**src/rtl/pkt_rr_arb.sv**
```systemverilog
// rtl/pkt_rr_arb.sv - packet-granular round-robin arbiter merging two packet FIFOs
module pkt_rr_arb #(
  parameter int DW = 16
) (
  input  logic          clk,
  input  logic          rst_n,
  input  logic [DW+1:0] ch0_q,
  input  logic          ch0_empty,
  input  logic          ch0_pkt_avail,
  output logic          ch0_rdreq,
  input  logic [DW+1:0] ch1_q,
  input  logic          ch1_empty,
  input  logic          ch1_pkt_avail,
  output logic          ch1_rdreq,
  input  logic          dout_rdy,
  output logic [DW-1:0] dout,
  output logic          dout_vld,
  output logic          dout_sop,
  output logic          dout_eop,
  output logic          cur_ch,
  output logic          proto_err,
  output logic [15:0]   pkt_cnt0,
  output logic [15:0]   pkt_cnt1
);

  typedef enum logic [1:0] {
    IDLE = 2'd0,
    GNT0 = 2'd1,
    GNT1 = 2'd2
  } state_t;

  state_t        state;
  state_t        state_nxt;
  logic          last_ch;     // channel granted most recently; the other wins a tie
  logic          first_word;  // next word read belongs at the start of the grant
  logic          rd_any;
  logic [DW+1:0] rd_word;
  logic          rd_sop;
  logic          rd_eop;

  // The word under consideration is the show-ahead word of whichever channel holds the grant
  always_comb begin
    rd_word = (state == GNT1) ? ch1_q : ch0_q;
    rd_sop  = rd_word[DW+1];
    rd_eop  = rd_word[DW];
    rd_any  = ch0_rdreq | ch1_rdreq;
  end

  // State register
  always_ff @(posedge clk or negedge rst_n) begin
    if (!rst_n) begin
      state <= IDLE;
    end else begin
      state <= state_nxt;
    end
  end

  // Next state: pick a channel with a whole packet, release after reading the eop word
  always_comb begin
    state_nxt = state;
    case (state)
      IDLE: begin
        if (ch0_pkt_avail && (!ch1_pkt_avail || last_ch)) begin
          state_nxt = GNT0;
        end else if (ch1_pkt_avail) begin
          state_nxt = GNT1;
        end else begin
          state_nxt = IDLE;
        end
      end
      GNT0: begin
        if (ch0_rdreq && rd_eop) begin
          state_nxt = IDLE;
        end
      end
      GNT1: begin
        if (ch1_rdreq && rd_eop) begin
          state_nxt = IDLE;
        end
      end
      default: state_nxt = IDLE;
    endcase
  end

  // FIFO read strobes: only the granted channel, only when downstream is ready and data exists
  always_comb begin
    ch0_rdreq = (state == GNT0) && dout_rdy && !ch0_empty;
    ch1_rdreq = (state == GNT1) && dout_rdy && !ch1_empty;
  end

  // Grant bookkeeping: remember who was granted and whether the grant has produced a word yet
  always_ff @(posedge clk or negedge rst_n) begin
    if (!rst_n) begin
      last_ch    <= 1'b1;
      cur_ch     <= 1'b0;
      first_word <= 1'b0;
    end else begin
      if (state == IDLE && state_nxt == GNT0) begin
        last_ch    <= 1'b0;
        cur_ch     <= 1'b0;
        first_word <= 1'b1;
      end else if (state == IDLE && state_nxt == GNT1) begin
        last_ch    <= 1'b1;
        cur_ch     <= 1'b1;
        first_word <= 1'b1;
      end else if (rd_any) begin
        first_word <= 1'b0;
      end
    end
  end

  // Output stage: a word read this cycle is presented next cycle; data holds when nothing is read
  always_ff @(posedge clk or negedge rst_n) begin
    if (!rst_n) begin
      dout      <= '0;
      dout_vld  <= 1'b0;
      dout_sop  <= 1'b0;
      dout_eop  <= 1'b0;
      proto_err <= 1'b0;
    end else begin
      dout_vld  <= rd_any;
      dout_sop  <= rd_any && rd_sop;
      dout_eop  <= rd_any && rd_eop;
      proto_err <= rd_any && (first_word ? !rd_sop : rd_sop);
      if (rd_any) begin
        dout <= rd_word[DW-1:0];
      end
    end
  end

  // Per-channel packet counters advance together with the eop word leaving the block
  always_ff @(posedge clk or negedge rst_n) begin
    if (!rst_n) begin
      pkt_cnt0 <= 16'd0;
      pkt_cnt1 <= 16'd0;
    end else begin
      if (ch0_rdreq && rd_eop) begin
        pkt_cnt0 <= pkt_cnt0 + 16'd1;
      end
      if (ch1_rdreq && rd_eop) begin
        pkt_cnt1 <= pkt_cnt1 + 16'd1;
      end
    end
  end

endmodule

```
**config.mk**
```make
export PLATFORM = sky130hd
export DESIGN_NAME = pkt_rr_arb
export DESIGN_NICKNAME = d
export VERILOG_FILES = /design/src/rtl/pkt_rr_arb.sv
export SDC_FILE = /design/constraint.sdc
export NUM_CORES = 1
export LEC_CHECK = 0
export CAP_MARGIN = 10
export CORE_MARGIN = 1.5
export CORE_UTILIZATION = 48
export CTS_CLUSTER_DIAMETER = 40
export DETAILED_ROUTE_END_ITERATION = 6
export PLACE_DENSITY = 0.86
export REMOVE_ABC_BUFFERS = 1
export SYNTH_ARGS = -nofsm -noshare
export SYNTH_HDL_FRONTEND = slang
export SYNTH_SLANG_ARGS = --single-unit
```
**constraint.sdc**
```tcl
create_clock -name clk -period 3.68 [get_ports clk]
set_input_delay 0.552 -clock clk [delete_from_list [all_inputs] [get_ports clk]]
set_output_delay 0.552 -clock clk [all_outputs]
set_load 0.01 [all_outputs]
```
==> results.sh <==
export IMPL_outcome="finished clean"
export IMPL_synth_seq_cells=57
export IMPL_drive_gt1_share_pct=10.5
export IMPL_crit_arrival_ns=2.00
export IMPL_start_kind="primary input"
export IMPL_r2r_setup_slack_ns=1.96
export IMPL_maxCapViolations=0
export IMPL_diodes=0
export IMPL_cts_buffer_depth=2
export IMPL_yosys_top_cells_area="dfrtp_1 53%, xnor2_1 7.0%, mux2i_1 6.4%"
export IMPL_grt_usage_pct=21.9
export IMPL_peakVddDrop_uv=377
export IMPL_yosysMostFrequentCell="dfrtp_1"
export IMPL_finalSetupViolCount=0
export IMPL_setup_slack_ns=1.12
export IMPL_finalHoldViolCount=0
export IMPL_cts_setup_buffers=0
export IMPL_fin_nets=382
export IMPL_yosysTopAreaCellShare_pct=53.1
export IMPL_vias=2064
export IMPL_synthToLayoutAreaGrowth_pct=47.4
export IMPL_yosys_area_top_type="dfrtp_1"
export IMPL_route_detailed_drc=0
export IMPL_synth_ff_type="dfrtp_1"
export IMPL_clkSlewWorstSetupHoldPaths_ns=0.07
export IMPL_clkLatencyLatePin_ns=0.33
export IMPL_syn_area_sq_um=2640
export IMPL_rsz0062_at_grt="no"
export IMPL_reg2reg_depth=5
export IMPL_synthCells=232
export IMPL_grt_pass1_vias=2062
export IMPL_rows=26
export IMPL_cts_sinks=57
export IMPL_place_hpwl_microns=4520
export IMPL_skew_ns=0.00866
export IMPL_placed_area_sq_um=3680
export IMPL_slew_viol_final=0
export IMPL_met2_usage_pct=37.7
export IMPL_routed_wl_microns=6080
export IMPL_p_leak_nw=1.68
export IMPL_grt_max_degree=37
export IMPL_grt_pass1_wl_microns=9960
export IMPL_cts_made_buffers=9
export IMPL_fmax_ghz=0.391
export IMPL_die_w_microns=77.2
export IMPL_drt_vias_per_instance=5.01
export IMPL_ys_warn_count=0
export IMPL_cp_end_kind="output port"
export IMPL_antenna_found_initial=0
export IMPL_holdBufCountCts=0
export IMPL_ys_types=40
export IMPL_cts_tree="built"
export IMPL_drt_initial_drc_count=91
export IMPL_period_needed_ns=2.56
export IMPL_dr_pass1_iters=4
export IMPL_syn_avg_cell_area_sq_um=11.4
export IMPL_pre_cts_slack_ns=1.11
export IMPL_synthTopCellsByCount="56 x dfrtp_1, 32 x nand2_1, 21 x xnor2_1, 17 x mux2i_1"
export IMPL_core_area_sq_um=5200
export IMPL_globalplace_congestion=0.790
export IMPL_crit_fanout=6
export IMPL_dieHeight_microns=77.2
export IMPL_top_usage_layer="met2"
export IMPL_routedWlPerCell_microns=14.8
export IMPL_grt_overflow=0
export IMPL_drtAntennaViolNets=0
export IMPL_r2r_start="state[1]$_DFF_PN0_"
export IMPL_met1_usage_pct=26.0
export IMPL_post_cts_resized=0
export IMPL_synthArstFlopShare_pct=100
export IMPL_io_pins=98
export IMPL_min_period_over_period_pct=69.5
export IMPL_initial_utilization_pct=50.7
export IMPL_h_tree_depth=3
export IMPL_crit_required_ns=3.13
export IMPL_slew_headroom_pct=46.6
export IMPL_holdWs_ns=0.306
export IMPL_portBuffers=97
export IMPL_r2r_end="proto_err$_DFF_PN0_"
export IMPL_pwr_density_cell_nw_per_um2=572
export IMPL_critPathKind="in2out"
export IMPL_seq_area_frac_synth_pct=54.1
export IMPL_grt_use_met3_pct=4.05
export IMPL_synth_edff_count=0
export IMPL_cts_root_buf="clkbuf_8"
export IMPL_worst_slew_pin_slew_ns=0.802
export IMPL_stdcell_area_sq_um=3890
export IMPL_dieArea_sq_um=5950
export IMPL_finalSetupTns_ns=0
export IMPL_hp_class="in2async"
## registers in the layout, indices dropped and copies added (netlist names)
name        count
dout_vld        1
dout           16
state           2
first_word      1
pkt_cnt0       16
dout_eop        1
pkt_cnt1       16
cur_ch          1
last_ch         1
proto_err       1
dout_sop        1
## power breakdown
group          switching [W]  leakage [nW]  internal, W
Combinational       0.000315         0.829     0.000405
Sequential          0.000124         0.742     0.000776
Clock               0.000236         0.107     0.000368
## stage by stage
step | cells | util, % | total power (W)
floorplan | 226 | - | 0.00123
global placement | 396 | 70.8 | 0.00160
detailed placement | 396 | 70.8 | 0.00163
CTS | 412 | 74.8 | 0.00225
global route | 412 | 74.8 | 0.00235
finish | 412 | 74.8 | 0.00222
## cells by family after synthesis
group           share of synthesized area (%)
fa+ha+maj                               0.948
compound gates                           4.74
buf+inv                                  2.27
xor+xnor                                 10.3
flops                                    54.1
mux                                      7.72
simple gates                             20.0
## worst max-delay path by stage
stage / from / end / slack, ns / cells after the start
floorplan: state[1]$_DFF_PN0_ / proto_err$_DFF_PN0_ / 1.32 / 4
detailed placement: ch0_empty / ch0_rdreq / 1.11 / 4
global route: ch0_empty / ch0_rdreq / 1.02 / 4
global placement: ch0_empty / ch0_rdreq / 1.12 / 4
finish: ch0_empty / ch0_rdreq / 1.12 / 4
CTS: ch0_empty / ch0_rdreq / 1.11 / 4
## metal layers
metal | part of all wire (%) | routed length [microns] | vias to the layer above
li1 | - | - | 1004
met1 | 42 | 2550 | 993
met2 | 52 | 3170 | 55
met3 | 3.3 | 198 | 12
met4 | 2.6 | 159 | 0
met5 | 0 | 0 | -
## final cells by class
type                            count  area, sq um
Timing Repair Buffer              100          988
Inverter                            7         26.3
Multi-Input combinational cell    162         1150
Clock inverter                      2         35.0
Clock buffer                       14          173
Fill cell                         385         1310
Tap cell                           70         87.6
Sequential cell                    57         1430
## critical path, stage by stage
cell	delay, ns
clkdlybuf4s50_1	0.45
nor3b_4	0.30
and2_1	0.17
clkdlybuf4s50_1	0.52
## layout by cell type (no fill, tap or decap), drive strengths merged, types with 2 or more instances in the layout
cell type / count
nor2: 9
clkdlybuf4s50: 96
xor2: 10
o21ai: 19
dfrtp: 56
nand3: 10
mux2i: 17
mux2: 3
nor3b: 2
inv: 7
buf: 4
xnor2: 21
clkbuf: 14
nor4: 3
ha: 2
and2: 5
or3: 2
and4: 2
nand4: 10
a21oi: 2
nor3: 4
and3: 3
nand2: 32
Power figures use the tool's default switching activity.
